===== config.mk =====
export PLATFORM = sky130hd
export DESIGN_NAME = nonoff_scan_ctrl
export DESIGN_NICKNAME = d
export VERILOG_FILES = /design/src/rtl/nonoff_scan_ctrl_pkg.sv /design/src/rtl/nonoff_detect.sv /design/src/rtl/nonoff_scan_ctrl.sv
export SDC_FILE = /design/constraint.sdc
export NUM_CORES = 1
export LEC_CHECK = 0
export BUFFER_PORTS_ARGS = -buffer_cell sky130_fd_sc_hd__buf_2
export CAP_MARGIN = 10
export CELL_PAD_IN_SITES_DETAIL_PLACEMENT = 0
export CELL_PAD_IN_SITES_GLOBAL_PLACEMENT = 1
export CORE_ASPECT_RATIO = 0.8
export CORE_MARGIN = 8
export CORE_UTILIZATION = 44
export CTS_BUF_LIST = sky130_fd_sc_hd__clkbuf_8
export DETAILED_ROUTE_END_ITERATION = 8
export GPL_ROUTABILITY_DRIVEN = 0
export GPL_TIMING_DRIVEN = 0
export PLACE_DENSITY = 0.88
export SLEW_MARGIN = 10
export SYNTH_ARGS = -nofsm -noshare
export SYNTH_HDL_FRONTEND = slang
export SYNTH_SLANG_ARGS = --single-unit

===== constraint.sdc =====
create_clock -name clk -period 1.9 [get_ports clk]
set_input_delay 0.475 -clock clk [delete_from_list [all_inputs] [get_ports clk]]
set_output_delay 0.475 -clock clk [all_outputs]
set_load 0.005 [all_outputs]

===== src/rtl/nonoff_scan_ctrl_pkg.sv =====
// Shared constants and state encoding for the on/off scan controller.
package nonoff_scan_ctrl_pkg;

  localparam int buffer_size = 32;

  localparam logic [buffer_size-1:0] V_th = 32'h7E00_0000;
  localparam logic [buffer_size-1:0] ETA  = 32'h00C1_0000;
  localparam logic [buffer_size-1:0] ONE  = 32'h0000_0001;

  typedef enum logic [1:0] {
    IDLE  = 2'd0,
    SCAN  = 2'd1,
    DRAIN = 2'd2,
    DONE  = 2'd3
  } scanState_t;

endpackage


===== src/rtl/nonoff_detect.sv =====
// Combinational on/off threshold detector for one membrane word.
// Fires when the word is above V_th+ETA, or when it lies strictly within
// ETA of V_th; equality at either boundary does not fire.
module nonoff_detect
  import nonoff_scan_ctrl_pkg::*;
(
  input  logic [buffer_size-1:0] vMem,
  output logic                   flag
);

  logic [buffer_size-1:0] dV;
  logic [buffer_size-1:0] absdV;
  logic [buffer_size-1:0] upperTh;

  // modular distance to threshold, then the two unsigned compares
  always_comb begin
    dV      = V_th - vMem;
    absdV   = dV[buffer_size-1] ? (~dV + ONE) : dV;
    upperTh = V_th + ETA;
    flag    = (vMem > upperTh) || (absdV < ETA);
  end

endmodule


===== src/rtl/nonoff_scan_ctrl.sv =====
// Sweep controller sharing one on/off detector across NUM_NEURONS words
// of an external membrane RAM, one neuron per cycle.
// Optional macro REFRACT_EN: per-neuron refractory down-counters that
// suppress a neuron for REF_SWEEPS sweeps after it spikes.
//
// state | meaning
// IDLE  | waiting for start (ignored during the done pulse)
// SCAN  | one RAM read per cycle, addresses 0..NUM_NEURONS-1
// DRAIN | no read; last data word returns from the RAM
// DONE  | last flag is in the shadow; publish it to spike_vec
module nonoff_scan_ctrl
  import nonoff_scan_ctrl_pkg::*;
#(
  parameter int NUM_NEURONS = 16,
  parameter int ADDR_W      = 4,
  parameter int REF_SWEEPS  = 3,
  parameter int REF_W       = 2
) (
  input  logic                   clk,
  input  logic                   rst,
  input  logic                   start,
  output logic                   busy,
  output logic                   done,
  output logic                   mem_rd_en,
  output logic [ADDR_W-1:0]      mem_addr,
  input  logic [buffer_size-1:0] mem_rdata,
  output logic                   spike_valid,
  output logic [ADDR_W-1:0]      spike_idx,
  output logic                   spike_flag,
  output logic [NUM_NEURONS-1:0] spike_vec
);

  localparam logic [ADDR_W-1:0] LAST_ADDR = ADDR_W'(NUM_NEURONS - 1);

  scanState_t             state;
  scanState_t             stateNext;
  logic                   launch;
  logic [ADDR_W-1:0]      addr;
  logic                   rdValid;
  logic [ADDR_W-1:0]      rdIdx;
  logic                   rawFlag;
  logic                   evalFlag;
  logic [NUM_NEURONS-1:0] shadow;

  // state register
  always_ff @(posedge clk or posedge rst) begin
    if (rst) state <= IDLE;
    else     state <= stateNext;
  end

  // next state, busy and read-port drive
  always_comb begin
    stateNext = state;
    launch    = 1'b0;
    busy      = 1'b0;
    mem_rd_en = 1'b0;
    mem_addr  = '0;
    case (state)
      IDLE: begin
        // done is high in the cycle right after DONE; start there is dropped
        if (start && !done) begin
          launch    = 1'b1;
          stateNext = SCAN;
        end
      end
      SCAN: begin
        busy      = 1'b1;
        mem_rd_en = 1'b1;
        mem_addr  = addr;
        if (addr == LAST_ADDR) stateNext = DRAIN;
      end
      DRAIN: begin
        busy      = 1'b1;
        stateNext = DONE;
      end
      DONE: begin
        busy      = 1'b1;
        stateNext = IDLE;
      end
      default: stateNext = IDLE;
    endcase
  end

  // address counter, saturates at the last neuron
  always_ff @(posedge clk or posedge rst) begin
    if (rst)                                    addr <= '0;
    else if (launch)                            addr <= '0;
    else if (state == SCAN && addr != LAST_ADDR) addr <= addr + ADDR_W'(1);
  end

  // track which neuron the returning RAM word belongs to
  always_ff @(posedge clk or posedge rst) begin
    if (rst) begin
      rdValid <= 1'b0;
      rdIdx   <= '0;
    end else begin
      rdValid <= mem_rd_en;
      rdIdx   <= mem_addr;
    end
  end

  nonoff_detect uDetect (
    .vMem (mem_rdata),
    .flag (rawFlag)
  );

`ifdef REFRACT_EN
  logic [REF_W-1:0] refCnt [NUM_NEURONS];
  logic [REF_W-1:0] curCnt;

  assign curCnt   = refCnt[rdIdx];
  assign evalFlag = rawFlag && (curCnt == '0);

  // refractory down-counters, one step per evaluation of that neuron
  always_ff @(posedge clk or posedge rst) begin
    if (rst) begin
      for (int i = 0; i < NUM_NEURONS; i++) refCnt[i] <= '0;
    end else if (rdValid) begin
      if (curCnt != '0) refCnt[rdIdx] <= curCnt - REF_W'(1);
      else if (rawFlag) refCnt[rdIdx] <= REF_W'(REF_SWEEPS);
    end
  end
`else
  assign evalFlag = rawFlag;
`endif

  // per-neuron result strobe and shadow vector
  always_ff @(posedge clk or posedge rst) begin
    if (rst) begin
      spike_valid <= 1'b0;
      spike_idx   <= '0;
      spike_flag  <= 1'b0;
      shadow      <= '0;
    end else begin
      spike_valid <= rdValid;
      spike_flag  <= rdValid && evalFlag;
      if (rdValid) begin
        spike_idx     <= rdIdx;
        shadow[rdIdx] <= evalFlag;
      end
    end
  end

  // publish the completed sweep together with the done pulse
  always_ff @(posedge clk or posedge rst) begin
    if (rst) begin
      done      <= 1'b0;
      spike_vec <= '0;
    end else begin
      done <= (state == DONE);
      if (state == DONE) spike_vec <= shadow;
    end
  end

endmodule


# [Word-level counts from Yosys, hierarchy flattened]
# Index checks and enable logic that the tools add are counted.
# Widths: inputs -> output; s select.
[word_totals] wordCells=49 in_bits=35 out_inout_bits=29 ff_bits=50
[op_classes] n_bitwise=1 addsub=3 reduce_logical=10 order_cmp=4 muxes=14 eq_ne=7
[op_table] operator="$add 32x1->32 const B" count=1
[op_table] operator="$gt 32x31->1 const B" count=1
[op_table] operator="$lt 32x24->1 const B" count=1
[op_table] operator="$mux 32" count=1
[op_table] operator="$not 32->32" count=1
[op_table] operator="$sub 31x32->32 const A" count=1
[op_table] operator="$bwmux 16" count=1
[op_table] operator="$mux 4" count=3
[op_table] operator="$pmux 2 s4" count=1
[op_table] operator="$lt 4x5->1 const B" count=1
[op_table] operator="$mux 1" count=5
[op_table] operator="$add 4x1->4 const B" count=1
[op_table] operator="$demux 1 s4" count=1
[op_table] operator="$eq 2x2->1 const B" count=2
[op_table] operator="$eq 4x4->1 const B" count=1
[op_table] operator="$ge 4x1->1 const B" count=1
[op_table] operator="$logic_and 1x1->1" count=4
[op_table] operator="$mux 2" count=2
[op_table] operator="$ne 2x2->1 const B" count=2
[op_table] operator="$ne 4x4->1 const B" count=1
[op_table] operator="$reduce_or 3->1" count=1
[op_table] operator="$eq 2x1->1 const B" count=1
[op_table] operator="$logic_not 2->1" count=1
[op_table] operator="$reduce_and 2->1" count=1
[op_table] operator="3 further kinds" count=3

# [Logic depth before layout (Yosys ltp)]
# Gate-level depths: netlist (run 1).
[depth] ltp_word=7 depth_mapped=13 mapped_depth_nobuf=12

# [Modules after synthesis]
# Synthesis (run 1) repeated with hierarchy kept, for this count alone.
[unflattened] hier_cells=335 area_unflattened_um2=3372.0
[modules_own_cells] mod="nonoff_scan_ctrl" instances=1 seq_area_each_um2=1251.2 area_per_inst_um2=2072.0 cells_per_inst=153
[modules_own_cells] mod="nonoff_detect" instances=1 seq_area_each_um2=0.0 area_per_inst_um2=1300.0 cells_per_inst=182

# [Worst setup path after synthesis (run 1)]
# No wires, ideal clock.
[synth_timing] path_kind="in2reg" startpoint="input mem_rdata[22]" endpoint="register shadow[2]" arrival_ps=3419 required_time_ps=1814 setup_ps=86 slack_ps=-1605 n_path_buf=2 cell_stages=12 path_cell_list="buf_2 or4_1 nor4_2 a21oi_1 xor2_1 nand2_1 or4_1 a21o_1 a21boi_2 buf_4 a21oi_1 nor3_1"
[synth_via] elab_chain_cells=7 elab_cells_between_ends=8 classes_between="2 x add/sub; 2 x order compare; 2 x mux; 1 x bitwise; 1 x reduce/logical"
[synth_lines] element="start: declaration" line_no="nonoff_scan_ctrl.sv:26" text="input logic [buffer_size-1:0] mem_rdata,"
[synth_lines] element="$sub 31x32->32" line_no="nonoff_detect.sv:17" text="dV = V_th - vMem;"
[synth_lines] element="$not 32->32" line_no="nonoff_detect.sv:18" text="absdV = dV[buffer_size-1] ? (~dV + ONE) : dV;"
[synth_lines] element="$add 32x1->32" line_no="nonoff_detect.sv:18"
[synth_lines] element="$mux 32" line_no="nonoff_detect.sv:18"
[synth_lines] element="$lt 32x24->1" line_no="nonoff_detect.sv:20" text="flag = (vMem > upperTh) || (absdV < ETA);"
[synth_lines] element="$logic_or 1x1->1 (*)" line_no="nonoff_detect.sv:20"
[synth_lines] element="$bwmux 16 (*)" line_no="nonoff_scan_ctrl.sv:139" text="shadow[rdIdx] <= evalFlag;"
[synth_lines] element="end signal: indexed assignment" line_no="nonoff_scan_ctrl.sv:139"
[synth_lines] element="end: declaration" line_no="nonoff_scan_ctrl.sv:43" text="logic [NUM_NEURONS-1:0] shadow;"
# Mark *: on every way between the ends. The rest lies on a longest branch, timed or not.
# A chain may end at the register's enable or synchronous reset.

# [Worst setup path after layout (run 1)]
[layout_timing] startpoint="input mem_rdata[0]" endpoint="register spike_flag"
[layout_via] elab_chain_cells=7 elab_cells_between_ends=8 classes_between="2 x add/sub; 2 x order compare; 1 x mux; 1 x bitwise; 2 x reduce/logical"
[layout_lines] element="$sub 31x32->32" line_no="nonoff_detect.sv:17"
[layout_lines] element="$not 32->32" line_no="nonoff_detect.sv:18"
[layout_lines] element="$add 32x1->32" line_no="nonoff_detect.sv:18"
[layout_lines] element="$mux 32" line_no="nonoff_detect.sv:18"
[layout_lines] element="$lt 32x24->1" line_no="nonoff_detect.sv:20"
[layout_lines] element="$logic_or 1x1->1 (*)" line_no="nonoff_detect.sv:20"
[layout_lines] element="$logic_and 1x1->1 (*)" line_no="nonoff_scan_ctrl.sv:136" text="spike_flag <= rdValid && evalFlag;"
[layout_lines] element="end signal: assignment" line_no="nonoff_scan_ctrl.sv:136"
[layout_lines] element="end: declaration" line_no="nonoff_scan_ctrl.sv:29" text="output logic spike_flag,"
# Marked as above.

==> results.json, run 1 <==
{
  "status": "complete, but fails checks",
  "violations": "negative setup slack",
  "io_buffers": 58,
  "synth_ff_type": "dfrtp_1",
  "ys_seq_area_share_pct": 31.3,
  "path_max_fanout": 7,
  "worstPathRequired_ps": 2120,
  "h-tree-depth": 2,
  "die-area_sq_mm": 0.0124,
  "worst_ep_arrival_time_ps": 3500,
  "firstDrtPassIters": 4,
  "antenna_found_initial": 0,
  "place_ws_ps": -2380,
  "drt_iter0_markers": 498,
  "max_freq_ghz": 0.305,
  "synthCells": 478,
  "synth.net_count": 521,
  "dp_cells": 652,
  "drc_errors": 0,
  "vias": 4247,
  "cap_violations": 0,
  "setup_ws_ps": -1380,
  "synthToLayoutAreaGrowth_pct": 38.9,
  "place_area_sq_mm": 0.00453,
  "ir_worst_vdd_mv": 0.496,
  "synthesis.area_sq_mm": 0.00400,
  "min_period_ps": 3280,
  "avgRoutedWirePerCell_microns": 16.7,
  "grt_usage_pct": 19.5,
  "rsz0062_at_grt": "yes",
  "hold_viol": 0,
  "synth_area_leader_cell": "dfrtp_1",
  "fill_cells": 761,
  "final_layout_size_suffix_gt1_share_pct": 42.5,
  "synth_cell_types": 69,
  "worstHoldPathType": "in2async",
  "grt_pass1_wl_microns": 19900,
  "clockBufferDepth": 2,
  "fin_crit_sh_pct": 172,
  "end_kind": "flop",
  "critPathLaunchType": "input port",
  "ant_nets": 0,
  "instances_no_fill": 717,
  "ys_ff_latch": 50,
  "finalSetupViolations": 17,
  "yosysWarnings": 0,
  "cts_root_buffer": "clkbuf_8",
  "fin_worst_skew_ps": 12.7,
  "synth_edf_count": 0,
  "power_density_mw_per_mm2": 717,
  "core_area_sq_mm": 0.00896,
  "grt_overflow": 0,
  "rows": 31,
  "synthArstFlopShare_pct": 100,
  "synth_area_per_cell_sq_um": 8.37,
  "vias_per_cell": 5.92,
  "cts_tree": "built",
  "clk_pin_slew_ps": 100,
  "antenna_cells": 0,
  "grt_max_degree": 27,
  "yosys.area.top_type_share_pct": 31.3,
  "finalSetupTns_ps": -22100,
  "cts_buffers": 5,
  "p_leak_uw": 0.00212,
  "clock_sinks": 50,
  "dpl.hpwl_microns": 8450,
  "fin_nets": 644,
  "ys_top_cells_by_count": "nor2_1 (58), dfrtp_1 (50), nand2_1 (41), a21oi_1 (33), nand3_1 (29)",
  "start_util_pct": 44.7,
  "slew_headroom_pct": 63.1,
  "grt_pass1_vias": 4095,
  "insertion_delay_ps": 310,
  "maxSlewViolCount": 0,
  "post-synth-top-count-cell": "nor2_1",
  "r2r-start": "rdValid",
  "drt_wl_total_microns": 12000,
  "die_w_microns": 123,
  "dieHeight_microns": 101,
  "fin_hold_ws_ps": 201,
  "synth_area_leaders": "dfrtp_1 (31%), mux2_2 (6.2%), nor2_1 (5.4%)",
  "tightest_slew_ps": 553,
  "finalInstanceArea_sq_mm": 0.00556,
  "worstSetupPathType": "in2reg",
  "io-pin-count": 64,
  "critical_path.startpoint": "mem_rdata[0]"
}
-- critical path, stage by stage --
cell and delay [ps]:
buf_12 110, inv_6 50, ha_4 120, nor3b_4 350, nand2_2 120, or3_4 370
and2_4 190, or2_4 270, or3_4 390, or3_4 350, a21oi_4 240, buf_6 160
o22ai_2 70, nor3b_2 220
-- power by group --
part,total [uW],internal (uW),switching [uW],leakage (uW)
registers,1610,1390,221,0.000542
logic,1690,806,886,0.00152
clock network,690,334,356,0.0000544
-- path summary, 6_finish.rpt --
path	endpoint	slack [ps]	depth (start not counted)
worst min register to register	spike_valid	420	0
worst max-delay path	spike_flag	-1380	14
worst max register to register	shadow[1]	-30	6
min in group clk	spike_valid	420	0
max in group asynchronous	shadow[4]	1170	3
worst min-delay path	spike_vec[10]	200	2
-- routing by layer --
metal | wire length, microns | track usage (%) | vias to the layer above | part of all wire [%]
met1 | 5640 | 27.9 | 2039 | 47
met3 | 819 | 3.62 | 9 | 6.8
met2 | 5420 | 30.0 | 158 | 45
met5 | 0 | 0 | - | 0
li1 | - | - | 2041 | -
met4 | 78 | 3.64 | 0 | 0.65
-- flip-flops by register name, summed over array words and instances, names as in the netlist --
register	flops
spike_flag	1
spike_valid	1
addr	4
rdIdx	4
done	1
spike_vec	16
rdValid	1
state	2
spike_idx	4
shadow	16
-- cell families (layout without fill, tap and decap cells) --
logic type	Yosys count	in the layout	synth area share [%]
simple gates	242	242	34.6
compound gates	104	104	17.4
mux	25	25	6.94
xor+xnor	17	17	3.72
fa+ha+maj	8	8	2.50
buf+inv	32	156	3.50
flops	50	50	31.3
-- layout make-up --
type | instances | area [sq um] | share of cell area (%)
multi-input combinational | 396 | 3050 | 54.8
tap | 115 | 144 | 2.59
buffer | 18 | 121 | 2.18
timing repair buffer | 118 | 827 | 14.9
inverter | 12 | 62.6 | 1.13
clock inverter | 1 | 8.76 | 0.158
sequential | 50 | 1250 | 22.5
clock buffer | 7 | 96.3 | 1.73
-- cell usage in the layout, fill, tap and decap left out, types with 4 or more instances in the layout --
master	synthesis	final
buf_2	7	56
buf_4	1	56
nor2_1	58	53
dfrtp_1	50	50
nand2_1	41	40
nand3_1	29	26
a21oi_1	33	23
mux2_2	22	22
nor3_1	24	18
o22ai_1	20	16
nand4_1	14	14
nor3_2	9	13
buf_6	1	11
xnor2_1	13	11
a21oi_2	0	9
inv_1	12	8
and2_1	7	7
clkbuf_8	0	7
ha_1	8	6
nor4_4	2	5
and3_1	6	5
o21ai_0	6	5
o211ai_1	5	5
a31oi_1	5	5
nand2b_1	5	5
nor2_2	0	4
or3_4	2	4
-- timing repair --
item,4_1_cts,5_1_grt
gates resized for setup,69,52
setup buffers,47,9
pin swaps,41,21
cloned,3,0
hold buffers,0,0
setup endpoints to repair,31,31
endpoints found under the hold margin,0,0
-- metrics by stage --
step / power [uW] / util [%]
3_5_place_dp: 3110 / 50.5
5_1_grt: 4320 / 62.1
6_report: 3990 / 62.1
2_1_floorplan: 2570 / -
3_3_place_gp: 3040 / 50.3
4_1_cts: 3960 / 59.3
Note: power is estimated with default switching activity, not from simulation.
==> run 2, diff against run 1 <==
--- a/config.mk
+++ b/config.mk
@@ -5,7 +5,7 @@
 export SDC_FILE = /design/constraint.sdc
 export NUM_CORES = 1
 export LEC_CHECK = 0
-export BUFFER_PORTS_ARGS = -buffer_cell sky130_fd_sc_hd__buf_2
+export BUFFER_PORTS_ARGS = -buffer_cell sky130_fd_sc_hd__clkbuf_2
 export CAP_MARGIN = 10
 export CELL_PAD_IN_SITES_DETAIL_PLACEMENT = 0
 export CELL_PAD_IN_SITES_GLOBAL_PLACEMENT = 1
@@ -13,8 +13,9 @@
 export CORE_MARGIN = 8
 export CORE_UTILIZATION = 44
 export CTS_BUF_LIST = sky130_fd_sc_hd__clkbuf_8
+export CTS_CLUSTER_SIZE = 14
 export DETAILED_ROUTE_END_ITERATION = 8
-export GPL_ROUTABILITY_DRIVEN = 0
+export GPL_ROUTABILITY_DRIVEN = 1
 export GPL_TIMING_DRIVEN = 0
 export PLACE_DENSITY = 0.88
 export SLEW_MARGIN = 10
==> results.json, run 2 (synthesis gave the netlist of run 1 again) <==
{
  "instances_no_fill": 710,
  "power_density_mw_per_mm2": 735,
  "min_period_ps": 3330,
  "dp_cells": 652,
  "cap_violations": 0,
  "r2r-start": "rdValid",
  "clockBufferDepth": 2,
  "antenna_cells": 0,
  "vias": 4274,
  "worstSetupPathType": "in2reg",
  "rows": 31,
  "grt_usage_pct": 19.7,
  "fin_worst_skew_ps": 10.8,
  "io_buffers": 58,
  "total_power_uw": 4070,
  "violations": "negative setup slack",
  "drt_iter0_markers": 426,
  "grt_util_met3_pct": 3.68,
  "avgRoutedWirePerCell_microns": 17.4,
  "fin_crit_sh_pct": 175,
  "die_w_microns": 123,
  "grt.met2_usage_pct": 31.4,
  "cts_tree": "built",
  "ant_nets": 0,
  "use_met1_pct": 27.6,
  "globalplace.congestion": 0.912,
  "firstDrtPassIters": 5,
  "p_leak_uw": 0.00210,
  "grt-busiest-layer": "met2",
  "critPathLaunchType": "input port",
  "hold_viol": 0,
  "core_area_sq_mm": 0.00896,
  "dieHeight_microns": 101,
  "rrSetupSlack_ps": 20,
  "ir_worst_vdd_mv": 0.658,
  "reg2reg_to": "shadow[2]",
  "fin_nets": 637,
  "layout_commonest_cell": "clkbuf_2",
  "setup_ws_ps": -1430,
  "grt_pass1_vias": 4134,
  "start_util_pct": 44.7,
  "finalSetupViolations": 17,
  "h-tree-depth": 2,
  "grt_overflow": 0,
  "clock_sinks": 50,
  "drt_wl_total_microns": 12400,
  "cts_buffers": 5,
  "cts_root_buffer": "clkbuf_8",
  "grt_max_degree": 27,
  "final_layout_size_suffix_gt1_share_pct": 42.0,
  "max_freq_ghz": 0.300,
  "r2r_cells": 6,
  "worstPathRequired_ps": 2110,
  "tightest_slew_ps": 592,
  "final_cell_mix": "clkbuf_2 (56), nor2_1 (53), dfrtp_1 (50)",
  "path_max_fanout": 5,
  "top_regs": "shadow (16), spike_vec (16)",
  "status": "complete, but fails checks",
  "slew_headroom_pct": 60.5,
  "rsz0062_at_grt": "yes",
  "io-pin-count": 64,
  "maxSlewViolCount": 0,
  "worst_ep_arrival_time_ps": 3550,
  "synthToLayoutAreaGrowth_pct": 38.3,
  "end_kind": "flop",
  "drc_errors": 0,
  "antenna_found_initial": 0,
  "insertion_delay_ps": 300,
  "worstHoldPathType": "in2async",
  "finalSetupTns_ps": -23280,
  "grt_pass1_wl_microns": 20300,
  "die-area_sq_mm": 0.0124,
  "clk_pin_slew_ps": 100,
  "place_ws_ps": -2310,
  "vias_per_cell": 6.02,
  "dpl.hpwl_microns": 8400
}
## run 2: area by class of cell
cell class | count | area [sq um]
plain buffers | 18 | 116
clock buffers | 5 | 68.8
clock inverters | 3 | 37.5
fillers | 728 | 3430
inverters | 12 | 55.1
multi-input cells | 396 | 3080
flip-flops and latches | 50 | 1250
well taps | 115 | 144
repair buffers | 111 | 777
## run 2: through the flow
step	area, sq um	util [%]	hold slack, ps
floorplan	4070	-	365
global placement	4510	50.3	397
detailed placement	4530	50.6	410
CTS	5270	58.8	217
global route	5530	61.8	251
finish	5530	61.8	209
## run 2: power by group
group | internal (uW) | switching [uW] | leakage, uW
combinational | 810 | 908 | 0.00150
clock | 384 | 346 | 0.0000607
sequential | 1390 | 234 | 0.000542
total | 2580 | 1490 | 0.00210
## run 2: worst max path at each step
stage,start,end,slack [ps],depth (start not counted)
floorplan,mem_rdata[9],shadow[0],-1460,11
global placement,mem_rdata[9],shadow[10],-2320,12
detailed placement,mem_rdata[0],shadow[10],-2310,14
CTS,mem_rdata[0],spike_flag,-1370,13
global route,mem_rdata[0],spike_flag,-1540,14
finish,mem_rdata[0],spike_flag,-1430,14
## run 2: critical path, cell delays in order
cell       delay [ps]
clkbuf_16         140
nor4_4            250
buf_4             180
buf_4             140
nand4_1           110
xnor2_1           320
and2_1            290
o2111ai_4         180
or3_4             390
or3_4             350
a21oi_4           230
buf_6             170
o22ai_2            80
nor3b_2           220
## run 2: repair_timing
action / 4_1_cts / 5_1_grt
pin swaps: 34 / 35
endpoints found under the setup margin: 31 / 31
hold buffers: 0 / 0
resized for setup: 62 / 50
buffers inserted: 38 / 11
cloned: 3 / 0
## run 2: per-layer routing
layer	vias up	routed length, microns	part of all wire [%]
li1	2013	-	-
met1	2095	5620	45
met2	148	5800	47
met3	18	792	6.4
met4	0	155	1.3
met5	-	0	0
==> run 3, diff against run 2 <==
--- a/config.mk
+++ b/config.mk
@@ -17,7 +17,7 @@
 export DETAILED_ROUTE_END_ITERATION = 8
 export GPL_ROUTABILITY_DRIVEN = 1
 export GPL_TIMING_DRIVEN = 0
-export PLACE_DENSITY = 0.88
+export PLACE_DENSITY = 0.86
 export SLEW_MARGIN = 10
 export SYNTH_ARGS = -nofsm -noshare
 export SYNTH_HDL_FRONTEND = slang
==> results.json, run 3 (synthesis gave the netlist of run 1 again) <==
{
  "status": "complete, but fails checks",
  "power_density_mw_per_mm2": 752,
  "dpl.hpwl_microns": 8700,
  "die-area_sq_mm": 0.0124,
  "worstPathRequired_ps": 2140,
  "maxSlewViolCount": 0,
  "dieHeight_microns": 101,
  "ant_nets": 0,
  "holdBufCountCts": 0,
  "final_cell_mix": "clkbuf_2 (56), nor2_1 (55), dfrtp_1 (50)",
  "p_leak_uw": 0.00206,
  "fin_nets": 627,
  "vias": 4256,
  "rows": 31,
  "end_kind": "flop",
  "grt_pass1_wl_microns": 20100,
  "cts_buffers": 5,
  "synthToLayoutAreaGrowth_pct": 35.5,
  "final_core_util_pct": 60.5,
  "start_util_pct": 44.7,
  "place_ws_ps": -2380,
  "core_area_sq_mm": 0.00896,
  "antenna_cells": 0,
  "finalSetupViolations": 17,
  "tightest_slew_ps": 632,
  "clock_sinks": 50,
  "fin_crit_sh_pct": 175,
  "critPathLaunchType": "input port",
  "worst_ep_arrival_time_ps": 3570,
  "cts_tree": "built",
  "drc_errors": 0,
  "vias_per_cell": 6.08,
  "grt_usage_pct": 19.8,
  "grt_max_degree": 29,
  "cap_violations": 0,
  "slew_headroom_pct": 57.8,
  "rsz0062_at_grt": "yes",
  "ir_worst_vdd_mv": 0.724,
  "antenna_found_initial": 0,
  "avgRoutedWirePerCell_microns": 17.5,
  "critical-path-max-stage-delay_ps": 420,
  "fin_worst_skew_ps": 10.4,
  "clk_pin_slew_ps": 100,
  "insertion_delay_ps": 320,
  "globalplace.congestion": 0.911,
  "die_w_microns": 123,
  "crit_top_cell": "or3_4",
  "top_regs": "shadow (16), spike_vec (16)",
  "grt_overflow": 0,
  "worstSetupPathType": "in2reg",
  "min_period_ps": 3330,
  "io_buffers": 58,
  "crit_slowest_cell": "or3_4",
  "drt_wl_total_microns": 12200,
  "max_freq_ghz": 0.300,
  "layout_commonest_cell": "clkbuf_2",
  "io-pin-count": 64,
  "h-tree-depth": 2,
  "final_layout_size_suffix_gt1_share_pct": 39.7,
  "violations": "negative setup slack",
  "path_max_fanout": 5,
  "hold_viol": 0,
  "cts_root_buffer": "clkbuf_8",
  "firstDrtPassIters": 5,
  "grt_pass1_vias": 4094,
  "setup_ws_ps": -1430,
  "worstHoldPathType": "in2async",
  "crit_chain": "clkbuf_16 -> clkinv_8 -> ha_4 -> nor3b_4 -> nand4_1 -> nor4_2 -> a2bb2oi_2 -> o2111ai_4 -> or3_4 -> or3_4 -> a21oi_4 -> buf_6 -> o22ai_4 -> nor3b_2",
  "drt_iter0_markers": 253,
  "clockBufferDepth": 2
}
## run 3: cell count changes in the layout (fill, tap and decap cells not counted), sizes merged
cell / before / now
buf: 63 / 51
clkbuf: 71 / 73
clkinv: 0 / 1
clkinvlp: 0 / 2
inv: 14 / 11
## run 3: what timing repair did
item / 4_1_cts / 5_1_grt
gates resized for setup: 70 / 23
setup endpoints to repair: 31 / 28
setup buffers: 33 / 6
pin swaps: 45 / 13
gates cloned: 3 / 0
## run 3: worst paths after layout
kind	start	to	slack, ps	depth (start not counted)
max	mem_rdata[0]	spike_flag	-1430	14
min reg2reg	rdValid	spike_valid	430	0
min	rst	shadow[9]	210	2
max in group asynchronous	rst	shadow[6]	1160	3
max reg2reg	rdValid	shadow[1]	-40	6
min in group clk	rdValid	spike_valid	430	0
## run 3: where the power goes
part / switching (uW) / internal, uW
clock: 373 / 392
sequential: 236 / 1390
combinational: 889 / 799
## run 3: layout make-up
class	instances	area (sq um)
Clock inverter	3	45.0
Buffer	18	108
Sequential cell	50	1250
Fill cell	797	3540
Multi-Input combinational cell	396	3000
Inverter	12	60.1
Tap cell	115	144
Timing Repair Buffer	101	749
Clock buffer	5	68.8
## run 3: critical path, delay by kind of cell
kind                     cells  cell delay [ps]
adder cells (fa/ha/maj)      1              130
AND/OR/NAND/NOR              6             1840
AO/OA/AOI/OAI                4              780
buffers and inverters        3              350
## run 3: stage by stage
stage	instance area, sq um	instances	power [uW]	hold WS, ps	TNS (ps)
6_report	5420	700	4080	213	-23530
3_5_place_dp	4530	652	3130	409	-39200
5_1_grt	5420	700	4360	277	-25670
3_3_place_gp	4510	651	3050	392	-54590
4_1_cts	5260	695	4040	233	-21630
2_1_floorplan	4070	478	2570	365	-23880
## run 3: layer usage
layer | up-vias | routed length, microns | track usage (%)
li1 | 1999 | - | -
met1 | 2088 | 5650 | 27.4
met2 | 152 | 5660 | 31.3
met3 | 17 | 791 | 4.12
met4 | 0 | 127 | 4.02
met5 | - | 0 | 0
